`src/rtl/i2s_wave_pkg.sv`:
```
// Shared definitions for the I2S waveform sequencer.
//   - state_t     : sequencer FSM encoding (IDLE, FETCH, CAPTURE)
//   - DEF_*_WIDTH : default parameter widths
//   - FIFO_DEPTH  : number of entries in the output sample FIFO
package i2s_wave_pkg;

  localparam int DEF_DATA_WIDTH  = 16;
  localparam int DEF_POS_WIDTH   = 8;
  localparam int DEF_BURST_WIDTH = 16;
  localparam int FIFO_DEPTH      = 2;

  typedef enum logic [1:0] {
    IDLE    = 2'd0,
    FETCH   = 2'd1,
    CAPTURE = 2'd2
  } state_t;

endpackage

```
`src/rtl/wave_sample_fifo.sv`:
```
// Two-entry sample FIFO between the sequencer and the I2S transmit path.
// The head entry drives pop_data directly, so the output has no
// combinational dependency on pop.
// Ports:
//   clk, rst            : clock, asynchronous active-high reset
//   push, push_data     : write request and word
//   pop                 : consume head word (ignored when empty)
//   pop_data            : head word
//   full, empty         : occupancy flags
module wave_sample_fifo
  import i2s_wave_pkg::*;
#(
  parameter int WIDTH = DEF_DATA_WIDTH
) (
  input  logic             clk,
  input  logic             rst,
  input  logic             push,
  input  logic [WIDTH-1:0] push_data,
  input  logic             pop,
  output logic [WIDTH-1:0] pop_data,
  output logic             full,
  output logic             empty
);

  logic [WIDTH-1:0] mem [FIFO_DEPTH];
  logic             wr_ptr;
  logic             rd_ptr;
  logic [1:0]       count;
  logic             do_push;
  logic             do_pop;

  assign full     = (count == 2'd2);
  assign empty    = (count == 2'd0);
  assign do_pop   = pop && !empty;
  // A full FIFO can still accept a word when the head leaves in the same cycle.
  assign do_push  = push && (!full || do_pop);
  assign pop_data = mem[rd_ptr];

  always_ff @(posedge clk) begin
    if (do_push) begin
      mem[wr_ptr] <= push_data;
    end
  end

  always_ff @(posedge clk or posedge rst) begin
    if (rst) begin
      wr_ptr <= 1'b0;
      rd_ptr <= 1'b0;
      count  <= 2'd0;
    end else begin
      if (do_push) wr_ptr <= ~wr_ptr;
      if (do_pop)  rd_ptr <= ~rd_ptr;
      case ({do_push, do_pop})
        2'b10:   count <= count + 2'd1;
        2'b01:   count <= count - 2'd1;
        default: count <= count;
      endcase
    end
  end

endmodule

```
`src/rtl/i2s_wave_sequencer.sv`:
```
// Sine-table ROM sequencer: steps the ROM position, captures each sample
// after the ROM's one-cycle latency, and streams it out through a 2-entry
// FIFO with a valid/ready handshake.
// Optional build macro: WAVE_STEREO_EN -- every ROM sample is emitted twice
// (left then right) and sample_lr carries the channel tag per entry.
// Ports:
//   clk, rst        : clock, asynchronous active-high reset
//   enable          : level, starts/continues playback
//   step            : position increment per sample
//   burst_len       : samples (frames in stereo) per burst, 0 = continuous
//   rom_wavelength  : table length reported by the ROM
//   rom_pos         : registered ROM address
//   rom_value       : registered ROM data
//   sample_data/valid/ready/lr : output stream
//   busy            : FSM not idle
//   done            : one-cycle pulse at burst end
//   cfg_error       : sticky configuration error, cleared on start
module i2s_wave_sequencer
  import i2s_wave_pkg::*;
#(
  parameter int DATA_WIDTH  = DEF_DATA_WIDTH,
  parameter int POS_WIDTH   = DEF_POS_WIDTH,
  parameter int BURST_WIDTH = DEF_BURST_WIDTH
) (
  input  logic                   clk,
  input  logic                   rst,
  input  logic                   enable,
  input  logic [POS_WIDTH-1:0]   step,
  input  logic [BURST_WIDTH-1:0] burst_len,
  input  logic [POS_WIDTH-1:0]   rom_wavelength,
  output logic [POS_WIDTH-1:0]   rom_pos,
  input  logic [DATA_WIDTH-1:0]  rom_value,
  output logic [DATA_WIDTH-1:0]  sample_data,
  output logic                   sample_valid,
  input  logic                   sample_ready,
  output logic                   sample_lr,
  output logic                   busy,
  output logic                   done,
  output logic                   cfg_error
);

`ifdef WAVE_STEREO_EN
  localparam int FW = DATA_WIDTH + 1;
`else
  localparam int FW = DATA_WIDTH;
`endif

  state_t                 state;
  logic [BURST_WIDTH-1:0] counter;
  logic                   step_bad;
  logic [POS_WIDTH-1:0]   eff_step;
  logic [POS_WIDTH:0]     pos_sum;
  logic [POS_WIDTH-1:0]   next_pos;
  logic                   burst_end;
  logic                   last_push;
  logic                   fifo_push;
  logic                   fifo_full;
  logic                   fifo_empty;
  logic [FW-1:0]          push_word;
  logic [FW-1:0]          head_word;

  // An out-of-range step falls back to 1 so playback still makes progress.
  assign step_bad  = (step >= rom_wavelength);
  assign eff_step  = step_bad ? POS_WIDTH'(1) : step;
  assign pos_sum   = {1'b0, rom_pos} + {1'b0, eff_step};
  assign next_pos  = (pos_sum >= {1'b0, rom_wavelength})
                   ? POS_WIDTH'(pos_sum - {1'b0, rom_wavelength})
                   : pos_sum[POS_WIDTH-1:0];
  assign burst_end = (burst_len != '0) && ((counter + BURST_WIDTH'(1)) == burst_len);
  assign fifo_push = (state == CAPTURE) && !fifo_full;
  assign sample_valid = !fifo_empty;

`ifdef WAVE_STEREO_EN
  logic lr_phase;  // 0 = left copy pending, 1 = right copy pending
  assign last_push   = lr_phase;
  assign push_word   = {lr_phase, rom_value};
  assign sample_data = head_word[DATA_WIDTH-1:0];
  assign sample_lr   = !fifo_empty && head_word[DATA_WIDTH];
`else
  assign last_push   = 1'b1;
  assign push_word   = rom_value;
  assign sample_data = head_word;
  assign sample_lr   = 1'b0;
`endif

  wave_sample_fifo #(.WIDTH(FW)) u_fifo (
    .clk       (clk),
    .rst       (rst),
    .push      (fifo_push),
    .push_data (push_word),
    .pop       (sample_ready),
    .pop_data  (head_word),
    .full      (fifo_full),
    .empty     (fifo_empty)
  );

  always_ff @(posedge clk or posedge rst) begin
    if (rst) begin
      state     <= IDLE;
      rom_pos   <= '0;
      counter   <= '0;
      busy      <= 1'b0;
      done      <= 1'b0;
      cfg_error <= 1'b0;
`ifdef WAVE_STEREO_EN
      lr_phase  <= 1'b0;
`endif
    end else begin
      done <= 1'b0;
      case (state)
        IDLE: begin
          if (enable) begin
            if (rom_wavelength == '0) begin
              cfg_error <= 1'b1;
            end else begin
              rom_pos   <= '0;
              counter   <= '0;
              cfg_error <= 1'b0;
              busy      <= 1'b1;
              state     <= FETCH;
`ifdef WAVE_STEREO_EN
              lr_phase  <= 1'b0;
`endif
            end
          end
        end
        FETCH: begin
          state <= CAPTURE;
        end
        CAPTURE: begin
          // While full, rom_pos is held so rom_value stays valid for the retry.
          if (!fifo_full) begin
            if (!last_push) begin
`ifdef WAVE_STEREO_EN
              lr_phase <= 1'b1;
`endif
            end else begin
`ifdef WAVE_STEREO_EN
              lr_phase <= 1'b0;
`endif
              counter <= counter + BURST_WIDTH'(1);
              rom_pos <= next_pos;
              if (step_bad) cfg_error <= 1'b1;
              if (burst_end) begin
                state <= IDLE;
                done  <= 1'b1;
                busy  <= 1'b0;
              end else if (!enable) begin
                state <= IDLE;
                busy  <= 1'b0;
              end else begin
                state <= FETCH;
              end
            end
          end
        end
        default: begin
          state <= IDLE;
          busy  <= 1'b0;
        end
      endcase
    end
  end

endmodule

```
`config.mk`:
```
export PLATFORM = sky130hd
export DESIGN_NAME = i2s_wave_sequencer
export DESIGN_NICKNAME = d
export VERILOG_FILES = /design/src/rtl/i2s_wave_pkg.sv /design/src/rtl/wave_sample_fifo.sv /design/src/rtl/i2s_wave_sequencer.sv
export SDC_FILE = /design/constraint.sdc
export NUM_CORES = 1
export LEC_CHECK = 0
export ABC_CLOCK_PERIOD_IN_PS = 8850
export BUFFER_PORTS_ARGS = -buffer_cell sky130_fd_sc_hd__buf_2
export CORE_MARGIN = 2
export CORE_UTILIZATION = 25
export DETAILED_ROUTE_END_ITERATION = 10
export HOLD_SLACK_MARGIN = 0.08
export PLACE_DENSITY = 0.54
export SYNTH_ARGS = -nofsm -noshare
export SYNTH_HDL_FRONTEND = slang
export SYNTH_SLANG_ARGS = --single-unit
```
`constraint.sdc`:
```
create_clock -name clk -period 8.85 [get_ports clk]
set_clock_uncertainty 0.05 [all_clocks]
set_input_delay 1.77 -clock clk [delete_from_list [all_inputs] [get_ports clk]]
set_output_delay 1.77 -clock clk [all_outputs]
set_load 0.1 [all_outputs]
```
==> impl_results.md, run 1 <==
* Int Pwr at 860.0 µW
* Hold Path End: u_fifo.wr_ptr$_DFFE_PP0P_
* Gr ovfl total at 0
* Final wirelength at 10450 µm
* Slew HR at 0.3220
* Drt first pass iters at 6
* RR Startpoint: rom_pos[0]$_DFFE_PP0P_
* R2R Path End: rom_pos[3]$_DFFE_PP0P_
* Syn nets at 480
* CTS tree: yes
* Post-DP Area at between 4000 and 5000 µm²
* Routed Antenna Nets at 0
* Avg Vias per Cell at 4.730
* Later-pin clock latency in the skew report at 0.32 ns
* Share of layout cells above drive strength 1 at 0.2693
* Most frequent cells in the layout: buf_2 (79), dfrtp_1 (33), o21ai_0 (32), edfxtp_1 (32)
* Unique masters post-synth at between 60 and 70
* Setup crit end kind: flop
* Slowest stage cell, crit path: o41a_1
* RSZ-0062 raised after global routing: false
* Pin count of the biggest net entering global routing at 34
* Diodes inserted at 0
* Post-synth EDFFs at 32
* Met3 wire len at 500 µm
* Worst-Margin Slew at 1.017 ns
* Fin Setup TNS at 0 ns
* Critical Path Fanout Max at 12
* Ys Warns at 0
* Share of power burned in combinational logic at 0.532
* Worst hold-check path type: reg2reg
* Psw at 856.7 µW
* Largest family of logic cells by synthesized area: simple AND/OR/NAND/NOR gates
* Multi-input gate area at 2262 µm²
* Hold path cells at 1
* Vias at between 3000 and 4000
* DRC Markers at 0
* Total Routing Usage GR at 0.1204
* Startpoint class of the critical path: primary input
* Starting DRT DRC Count at 214
* Leading area contributor after synthesis: edfxtp_1
* Reg power frac at 0.261
* Synth Flop Type: dfrtp_1
* Vias in the first global route at between 3000 and 4000
* Core area at 16520 µm²
* Final Core Density at 0.3092
* Setup violators final at 0
* Adder-Cell Fraction of Synth Area at 0.08693
* Post-Synth XOR/XNOR Area at 0.08276
* R2R depth at 12
* Commonest non-fill, non-tap cell in the layout: buf_2
* Post-synthesis simple-gate area fraction at 0.1631
* Ports at 81
* Min-delay src: u_fifo.wr_ptr$_DFFE_PP0P_
* P&R area growth vs syn at 21.58%
* Count of pins over their slew limit at 0
* Post-Layout Inst Area at a little over 5000 µm²
* PD cells at between 300 and 400 nW/µm²
* Final Cycle Share at 0.7390
* Sw Ratio at 0.4990
* Area share of the largest cell type after synthesis at 0.2286
* CTS clock-pin slew for the worst setup and hold paths at 0.06 ns
* Starting Density at 0.2543
* FF-to-FF setup slack at 5.08 ns
* Initial antenna violation count at 0
* Critical path's top delay family: compound AO/OA/AOI/OAI gates
* Buffers & Inverters on Critical Path at 2
* Synthesized area per cell at 10.51 µm²
* Peak supply drop at 0.1904 mV
* Met2 Routed Length at 4929 µm
* Gpl congestion at around 0.83
* Die Wd at roughly 130 µm
* Clock share of power at 0.208
* Die Y at around 130 µm
* Post-Syn Area at 4203 µm²
* Post-CTS setup buffers at 0
* Avg WL per Cell at 14.95 µm
* Filler cells at 1699
* Crit-path max cell delay at 0.46 ns
* Post_cts resized at 0
* Most frequent CP cell: ha_1
* First-pass GRT wire length at 17240 µm
* Seq/Total Area, Yosys at 0.4251
* Synth top area cells: edfxtp_1 (23%), dfrtp_1 (20%), ha_1 (7.7%), xnor2_1 (4.6%), mux2_2 (4.6%)
* CP Class: in2reg
* Post-DP HPWL at slightly below 8000 µm
* TritonCTS Sinks at 65
* Max-Cap Viols at 0
* Port Buf Inserts at 79
* Async SR Flop Fraction at 0.5077
* Crit path cell chain: buf_2 -> inv_1 -> ha_1 -> nand2b_1 -> a21o_1 -> a21oi_1 -> o21ai_0 -> o41a_1 -> or2_2 -> ha_1 -> fa_1 -> a211oi_1 -> o21ai_1 -> a22oi_1 -> ha_1 -> nand4_1 -> nor2_1 -> a2111oi_2 -> and2b_1 -> a2111oi_0 -> a211o_1
* Post-Place Setup Slack at between 1.5 and 2 ns
* Fin. Hold Viols at 0
* Status: complete, no violations
* Min cycle time layout at 6.540 ns
* Worst Setup Slack, final at 2.310 ns
* Sequential Area at approximately 1800 µm²
* H-tree depth at 3
* Critical path arrival at roughly 6.7 ns
* Row Count at 47
* Worst Path Required at between 9 and 10 ns
* Die ar. at about 18000 µm²
* Highest routed layer: met4
* Mux share of post-synthesis cell area at 0.05269
* TritonCTS Buffers at 9
* Wl on met1 at approximately 5000 µm
* FMAX at 152.9 MHz
* CTS Hold Bufs at 0
* Synth Area in Compound Gates at 0.1518
* Clk buf depth at 2
* Root buf cell: clkbuf_16
* Synth Register Bits at between 60 and 70
* Syn Inst Count at 400
* Final #Nets at 554
* Static Leakage at approximately 0.0022 µW
## through the flow
step                      hold WS (ns)  cells  total power, µW
after floorplan                 0.4104    400             1193
after global placement          0.4296    683             1352
after detailed placement        0.4328    683             1367
after CTS                       0.4442    699             1736
after global routing            0.4661    699             1824
final                           0.4404    699             1717
## cells by family (layout without fill, tap and decap cells)
kind of cell / count (synthesis) / after routing
DFF: 65 / 65
other: 1 / 1
xor gates and xnor gates: 38 / 38
and+or+nand+nor: 120 / 120
muxes: 20 / 20
adders and majority gates: 28 / 28
buffers and inverters: 36 / 115
AOI/OAI and AO/OA: 92 / 92
## worst max path at each step
| stage | from | slack [ns] | cells past startpoint | endpoint |
|---|---|---|---|---|
| finish | step[0] | 2.31 | 21 | rom_pos[3]$_DFFE_PP0P_ |
| global route | step[0] | 1.97 | 21 | rom_pos[3]$_DFFE_PP0P_ |
| CTS | step[0] | 2.32 | 21 | rom_pos[3]$_DFFE_PP0P_ |
| detailed placement | step[0] | 1.99 | 21 | rom_pos[3]$_DFFE_PP0P_ |
| global placement | step[0] | 2.15 | 21 | rom_pos[3]$_DFFE_PP0P_ |
| floorplan | step[0] | 2.80 | 21 | rom_pos[4]$_DFFE_PP0P_ |
## routing by layer
| metal | vias to the layer above | global-route usage |
|---|---|---|
| met5 | - | 0 |
| met4 | 0 | 0.03014 |
| met3 | 6 | 0.03120 |
| met2 | 98 | 0.1967 |
| met1 | 1567 | 0.1593 |
| li1 | 1635 | - |
## layout make-up
class,instances,share of cell area
flip-flops and latches,65,0.3497
multi-input cells,299,0.4427
repair buffers,82,0.08178
inverters,17,0.01249
clock buffers,9,0.04407
clock inverters,7,0.01543
well taps,220,0.05387
## registers in the layout, indices dropped and copies added (netlist names)
| signal | flops |
|---|---|
| u_fifo.count | 2 |
| done | 1 |
| rom_pos | 8 |
| u_fifo.wr_ptr | 1 |
| u_fifo.rd_ptr | 1 |
| u_fifo.mem | 32 |
| cfg_error | 1 |
| state | 2 |
| counter | 16 |
| busy | 1 |
## worst reg2reg max path, cell delays in order, from the launching register on
cell	delay (ns)
dfrtp_1	0.40
ha_1	0.23
fa_1	0.43
a211oi_1	0.31
o21ai_1	0.14
a22oi_1	0.28
ha_1	0.34
nand4_1	0.11
nor2_1	0.05
a2111oi_2	0.42
and2b_1	0.45
a2111oi_0	0.12
a211o_1	0.31
## cells in the mapped netlist, types with 14 or more instances
cell type / instances
nand2_1: 21
ha_1: 26
dfrtp_1: 33
nor2_1: 26
xnor2_1: 22
edfxtp_1: 32
mux2_2: 17
nand3_1: 14
inv_1: 17
o21ai_0: 32
xor2_1: 15
## power groups by stage
stage          Sequential, µW  Clock, µW  Combinational [µW]
3_5_place_dp              455          0                 912
2_1_floorplan             539          0                 654
5_1_grt                   458        385                 981
3_3_place_gp              452          0                 899
6_report                  447        357                 912
4_1_cts                   450        370                 916
Power figures use the tool's default switching activity.
==> run 2, diff against run 1 <==
Settings changed: ABC_AREA set to 1, ABC_CLOCK_PERIOD_IN_PS 8850 to 5800, PLACE_DENSITY 0.54 to 0.56.
Clock period 8.85 ns to 5.8 ns, I/O delays scaled along.
==> run 2 against run 1 <==
Compared with the run above: area after synthesis grew 2.7%; critical path depth grew 3; die area grew 2.6%; sequential share of layout area shrank 1.2 points; via count grew 11%; flip-flop and latch count is the same; largest power group unchanged; highest routed layer unchanged.
==> impl_results.md, run 2 <==
* Status: complete, no violations
* Leading area contributor after synthesis: edfxtp_1
* Diodes inserted at 0 (unchanged)
* Static Leakage at 0.002573 µW (+18%)
* R2R depth at 16 (+4)
* Largest regs: u_fifo.mem x32, counter x16, rom_pos x8
* Area share of the largest cell type after synthesis at 0.2226 (-0.006031)
* Min cycle time layout at 4.871 ns
* Initial antenna violation count at 0 (unchanged)
* Port Buf Inserts at 79 (unchanged)
* Synthesized area per cell at 8.222 µm² (-22%)
* Vias in the first global route at 3643 (+7.3%)
* Post-CTS setup buffers at 0 (unchanged)
* RSZ-0062 raised after global routing: false
* PD cells at 490.4 nW/µm² (+46%)
* Die ar. at 18330 µm² (+2.6%)
* Clk buf depth at 2 (unchanged)
* Post-synth EDFFs at 32 (unchanged)
* Crit-path max cell delay at 0.34 ns (-0.12 ns)
* Later-pin clock latency in the skew report at 0.33 ns (about the same)
* Drt first pass iters at 4 (-2)
* Gr ovfl total at 0 (unchanged)
* Filler cells at 1853 (+9.1%)
* Final Core Density at 0.3088 (-0.0003850)
* Top reg by flops: u_fifo.mem
* TritonCTS Buffers at 9 (unchanged)
* Avg WL per Cell at 12.79 µm (-14%)
* Starting DRT DRC Count at 192 (-10%)
* Ports at 81 (unchanged)
* Total Routing Usage GR at 0.1224 (+0.002013)
* Slew HR at 0.5111 (+0.1891)
* First-pass GRT wire length at 17640 µm (+2.4%)
* Critical path's top delay family: simple AND/OR/NAND/NOR gates
* FMAX at 205.3 MHz
* Routed Antenna Nets at 0 (unchanged)
* TritonCTS Sinks at 65 (unchanged)
* Row Count at 48 (+2.1%)
* Post-Layout Inst Area at 5286 µm² (+3.5%)
* Commonest cells post-synth: nand2_1 (119), inv_1 (81), nor2_1 (60)
* P&R area growth vs syn at 22.46%
* Slowest stage cell, crit path: ha_1
* Count of pins over their slew limit at 0 (unchanged)
* WP depth at 24 (+14%)
* Buffers & Inverters on Critical Path at 3 (+1)
* Avg Vias per Cell at 4.360 (-7.8%)
* Synth Register Bits at 65 (unchanged)
* Fin. Hold Viols at 0 (unchanged)
* Share of layout cells above drive strength 1 at 0.2078 (-0.06152)
* FF-to-FF setup slack at 2.51 ns (-2.57 ns)
* Unique masters post-synth at 38 (-42%)
* Final Cycle Share at 0.8398
* Critical Path Fanout Max at 15 (+3)
* Root buf cell: clkbuf_16
* Gpl congestion at 0.8207 (-0.75%)
* Starting Density at 0.2522 (-0.002142)
* H-tree depth at 3 (unchanged)
* Worst hold-check path type: reg2reg
* Peak supply drop at 0.2892 mV (+52%)
* Worst Path Required at 6.00 ns (-3.01 ns)
* CTS clock-pin slew for the worst setup and hold paths at 0.06 ns (about the same)
* Fin Setup TNS at 0 ns (unchanged)
* Die Wd at 135.4 µm (+1.3%)
* Commonest non-fill, non-tap cell in the layout: nand2_1
* Most frequent cells in the layout: nand2_1 (119), inv_1 (81), buf_2 (79)
* Setup crit end kind: flop
* Setup violators final at 0 (unchanged)
* Hold path cells at 2 (+1)
* Max-Cap Viols at 0 (unchanged)
* Post-DP HPWL at 8257 µm (+4.6%)
* CP Class: in2reg
* Syn nets at 605 (+26%)
* Crit path cell chain: buf_2 -> inv_1 -> ha_1 -> a21oi_1 -> o21ai_0 -> nand2_1 -> nand3_1 -> nor2_1 -> ha_1 -> a21oi_1 -> nand2_1 -> a21oi_1 -> nor2_1 -> nor2_1 -> xor2_1 -> inv_1 -> ha_1 -> nand4_1 -> nor2_1 -> nor3b_1 -> nand3_2 -> nand2_1 -> nand2_1 -> o21ai_0
* Critical path arrival at 5.07 ns (-1.63 ns)
* Post_cts resized at 0 (unchanged)
* Vias at 3667 (+11%)
* CTS tree: yes
* Worst-Margin Slew at 0.7333 ns (-0.2837 ns)
* Synth Flop Type: dfrtp_1
* Startpoint class of the critical path: primary input
* DRC Markers at 0 (unchanged)
* Core area at 17120 µm² (+3.6%)
* Syn Inst Count at 525 (+31%)
* Async SR Flop Fraction at 0.5077 (unchanged)
* Ys Warns at 0 (unchanged)
* Post-DP Area at 4984 µm² (+3.7%)
* Flip-flop count of the largest register after layout at 32 (unchanged)
* CTS Hold Bufs at 0 (unchanged)
* Pin count of the biggest net entering global routing at 34 (unchanged)
* Seq/Total Area, Yosys at 0.4139 (-0.01121)
* Final wirelength at 10760 µm (+2.9%)
* Post-Syn Area at 4317 µm² (+2.7%)
* Most numerous cell in the Yosys netlist: nand2_1
* Synth top area cells: edfxtp_1 (22%), dfrtp_1 (19%), nand2_1 (10%), ha_1 (7.5%), inv_1 (7.0%)
* Final #Nets at 691 (+25%)
* Die Y at 135.4 µm (+1.3%)
[run 2: final timing paths]
path	startpoint	to
min in group asynchronous	rst	done$_DFF_PP0_
worst max register to register	rom_pos[0]$_DFFE_PP0P_	rom_pos[0]$_DFFE_PP0P_
worst max-delay path	rom_wavelength[1]	rom_pos[0]$_DFFE_PP0P_
worst min register to register	busy$_DFFE_PP0P_	busy$_DFFE_PP0P_
worst min-delay path	busy$_DFFE_PP0P_	busy$_DFFE_PP0P_
max in group asynchronous	rst	counter[3]$_DFFE_PP0P_
[run 2: layer usage]
metal | part of all wire | track usage | vias to the layer above
li1 | - | - | 1908
met1 | 0.46 | 0.1508 | 1652
met2 | 0.47 | 0.2084 | 89
met3 | 0.052 | 0.02394 | 18
met4 | 0.023 | 0.05324 | 0
met5 | 0 | 0 | -
[run 2: where the power goes]
group          leakage, µW  switching, µW  total (µW)  internal, µW
clock             0.000146            216         553           336
combinational      0.00170           1040        1380           340
sequential        0.000729           72.5         662           590
total              0.00257           1330        2590          1270
[run 2: metrics by stage]
stage               hold WS [ns]  setup WS (ns)  total power (µW)  instances
CTS                       0.4334         0.9108              2630        841
global placement          0.4173         0.6242              2058        825
detailed placement        0.4186         0.5593              2062        825
finish                    0.4290         0.9290              2593        841
floorplan                 0.4235          1.361              1786        525
global route              0.4583         0.5140              2771        841
[run 2: cell families (layout without fill, tap and decap cells)]
family | count (synthesis) | count (layout) | synth area share
AND/OR/NAND/NOR | 246 | 246 | 0.2507
buffers and inverters | 89 | 180 | 0.07971
flip-flops | 65 | 65 | 0.4139
AO/OA/AOI/OAI | 61 | 61 | 0.07855
adder cells (fa/ha/maj) | 28 | 28 | 0.08464
XOR/XNOR | 19 | 19 | 0.04985
multiplexers | 16 | 16 | 0.04174
other | 1 | 1 | 0.0008687
[run 2: area by class of cell]
| cell class | count | area [µm²] | share of cell area |
|---|---|---|---|
| Tap cell | 225 | 281.5 | 0.05325 |
| Sequential cell | 65 | 1787 | 0.3380 |
| Clock inverter | 7 | 77.57 | 0.01467 |
| Multi-Input combinational cell | 371 | 2186 | 0.4135 |
| Inverter | 81 | 304.0 | 0.05751 |
| Timing Repair Buffer | 83 | 425.4 | 0.08047 |
| Clock buffer | 9 | 225.2 | 0.04260 |
[run 2: worst reg2reg max path, stage by stage (launching register included)]
cell,delay [ns]
dfrtp_1,0.40
ha_1,0.25
fa_1,0.41
nand3_1,0.09
nand2_1,0.08
a21oi_1,0.13
o21bai_1,0.10
xnor2_1,0.15
inv_1,0.08
ha_1,0.33
nand4_1,0.09
nor2_1,0.05
nor3b_1,0.31
nand3_2,0.31
nand2_1,0.15
nand2_1,0.05
o21ai_0,0.16
==> run 3, diff against run 2 <==
Settings changed: ABC_AREA 1 to 0, ABC_CLOCK_PERIOD_IN_PS 5800 to 3950.
Clock period 5.8 ns to 3.95 ns, I/O delays scaled along.
==> run 3 against run 2 <==
Compared with the run above: the run now ends with setup timing left; die area shrank 2.6%; flip-flop and latch count is the same; clock power grew 40%; count of clock-buffer cells in the layout is the same; hold slack gained 0.039 ns; via count shrank 4.3%; final area grew 8.8%; core utilization grew 3.9 points; setup slack lost 1.5 ns; largest power group unchanged; highest routed layer unchanged.
==> impl_results.md, run 3 (synthesis gave the netlist of run 1 again) <==
* Startpoint class of the critical path: primary input
* Commonest non-fill, non-tap cell in the layout: buf_2
* Critical Path Fanout Max at 5 (-10)
* Gpl congestion at 0.7988 (-2.7%)
* Slew HR at 0.4706 (-0.04055)
* Ports at 81 (unchanged)
* Final Cycle Share at 1.151
* TritonCTS Sinks at 65 (unchanged)
* Worst hold-check path type: reg2reg
* CP startpoint: step[0]
* Min-delay src: u_fifo.wr_ptr$_DFFE_PP0P_
* Status: complete, but fails checks
* Worst Path Required at 4.10 ns (-1.90 ns)
* Die ar. at 17860 µm² (-2.6%)
* Post-DP HPWL at 8282 µm (+0.29%)
* Setup violators final at 8 (+8)
* FMAX at 219.9 MHz
* Routed Antenna Nets at 0 (unchanged)
* Hold path cells at 1 (-1)
* Gr ovfl total at 0 (unchanged)
* Filler cells at 1650 (-11%)
* Root buf cell: clkbuf_16
* Final Core Density at 0.3481 (+0.03930)
* CP Class: in2reg
* Placed instance count at 733 (-11%)
* CTS Hold Bufs at 0 (unchanged)
* Total Routing Usage GR at 0.1247 (+0.002307)
* Worst-Margin Slew at 0.7941 ns (+0.06082 ns)
* Static Leakage at 0.002510 µW (-2.4%)
* Diodes inserted at 0 (unchanged)
* Avg WL per Cell at 14.31 µm (+12%)
* Clk buf depth at 2 (unchanged)
* Fin. Hold Viols at 0 (unchanged)
* Top reg by flops: u_fifo.mem
* Pin count of the biggest net entering global routing at 34 (unchanged)
* TritonCTS Buffers at 9 (unchanged)
* PD cells at 753.6 nW/µm² (+54%)
* Crit-path max cell delay at 0.38 ns (+0.04 ns)
* Port Buf Inserts at 79 (unchanged)
* CTS tree: yes
* Max-Cap Viols at 0 (unchanged)
* RSZ-0062 raised after global routing: true
* Vias in the first global route at 3616 (-0.74%)
* Crit path cell chain: buf_8 -> inv_6 -> ha_4 -> nand2b_4 -> a21o_1 -> a21oi_2 -> o21ai_1 -> o41a_1 -> or2_4 -> ha_4 -> fa_2 -> a211oi_2 -> o21ai_1 -> buf_4 -> buf_4 -> buf_4 -> a21o_1 -> a2111oi_4 -> and2b_4 -> buf_6 -> mux2i_1 -> o21ai_1
* Vias at 3511 (-4.3%)
* Row Count at 47 (-2.1%)
* Starting DRT DRC Count at 115 (-40%)
* Final wirelength at 10920 µm (+1.5%)
* DRC Markers at 0 (unchanged)
* Die Wd at 133.7 µm (-1.3%)
* Later-pin clock latency in the skew report at 0.32 ns (about the same)
* Flip-flop count of the largest register after layout at 32 (unchanged)
* Peak supply drop at 0.3656 mV (+26%)
* Die Y at 133.7 µm (-1.3%)
* Core area at 16520 µm² (-3.5%)
* Cell Count, Final, Fillers Out at 763 (-9.3%)
* Count of pins over their slew limit at 0 (unchanged)
* R2R depth at 13 (-3)
* Starting Density at 0.2543 (+0.002142)
* RR Startpoint: rom_pos[0]$_DFFE_PP0P_
* Avg Vias per Cell at 4.602 (+5.5%)
* Slowest stage cell, crit path: fa_2
* Most frequent cells in the layout: buf_2 (77), buf_4 (65), dfrtp_1 (33)
* Critical path arrival at 4.70 ns (-0.37 ns)
* Fin Setup TNS at -4.345 ns (-4.345 ns)
* Share of layout cells above drive strength 1 at 0.3923 (+0.1845)
* P&R area growth vs syn at 36.89%
* H-tree depth at 3 (unchanged)
* Final #Nets at 618 (-11%)
* First-pass GRT wire length at 17800 µm (+0.86%)
* Drt first pass iters at 4 (unchanged)
* Initial antenna violation count at 0 (unchanged)
* Setup crit end kind: flop
* Largest regs: u_fifo.mem x32, counter x16, rom_pos x8
* Failing checks: setup timing
* Min cycle time layout at 4.547 ns
* Worst Setup Slack, final at -0.5971 ns (-1.526 ns)
* CTS clock-pin slew for the worst setup and hold paths at 0.05 ns (about the same)
-- run 3: cell types whose count changed in the layout (fill, tap and decap cells not counted), sizes merged, moves of 5 or more --
cell    delta
o22ai     -12
inv       -65
a21oi      -9
o21ai     +14
and3       +5
nand3     -26
nor2      -41
buf       +63
nand2b     +9
nor2b     +10
nand2    -101
nor4       +5
xnor2     +18
-- run 3: per-layer routing --
layer,share of wire,GRT usage,up-vias
li1,-,-,1748
met1,0.45,0.1589,1658
met2,0.48,0.2096,84
met3,0.046,0.02131,21
met4,0.019,0.05142,0
met5,0,0,-
-- run 3: path summary, 6_finish.rpt --
kind / to / slack [ns]
worst max register to register: rom_pos[5]$_DFFE_PP0P_ / 0.79
min in group asynchronous: counter[14]$_DFFE_PP0P_ / 0.50
worst min-delay path: u_fifo.wr_ptr$_DFFE_PP0P_ / 0.47
worst min register to register: u_fifo.wr_ptr$_DFFE_PP0P_ / 0.47
worst max-delay path: rom_pos[5]$_DFFE_PP0P_ / -0.60
max in group asynchronous: u_fifo.wr_ptr$_DFFE_PP0P_ / 3.04
-- run 3: per-stage QoR --
| step | setup WS [ns] | hold WS (ns) | total power (µW) | cell area (µm²) |
|---|---|---|---|---|
| floorplan | -0.7628 | 0.4104 | 2705 | 4272 |
| global placement | -1.026 | 0.4353 | 3335 | 5246 |
| detailed placement | -1.152 | 0.4408 | 3369 | 5246 |
| CTS | -0.7096 | 0.4820 | 4260 | 5650 |
| global route | -0.7583 | 0.5036 | 4597 | 5753 |
| finish | -0.5971 | 0.4683 | 4336 | 5753 |
-- run 3: area by class of cell --
type | count | area (µm²) | share of cell area
multi-input cells | 299 | 2402 | 0.4176
flip-flops and latches | 65 | 1787 | 0.3106
repair buffers | 146 | 925.9 | 0.1609
well taps | 220 | 275.3 | 0.04785
clock buffers | 9 | 225.2 | 0.03915
clock inverters | 7 | 68.82 | 0.01196
inverters | 17 | 68.82 | 0.01196
-- run 3: power breakdown --
group | total [µW] | internal, µW | switching (µW)
Clock | 773 | 486 | 287
Combinational | 2550 | 951 | 1600
Sequential | 1020 | 863 | 152
Total | 4340 | 2300 | 2040
-- run 3: critical path: cells and delay by family --
kind / cells / cell delay, ns
AO/OA/AOI/OAI: 9 / 1.73
adder cells (fa/ha/maj): 3 / 0.72
buffers and inverters: 6 / 0.62
multiplexers: 1 / 0.17
AND/OR/NAND/NOR: 3 / 0.65
-- run 3: repair_timing --
| action | CTS | global route |
|---|---|---|
| endpoints found under the setup margin | 8 | 8 |
| gates resized for setup | 14 | 13 |
| pin swaps | 13 | 12 |
| setup buffers | 10 | 5 |
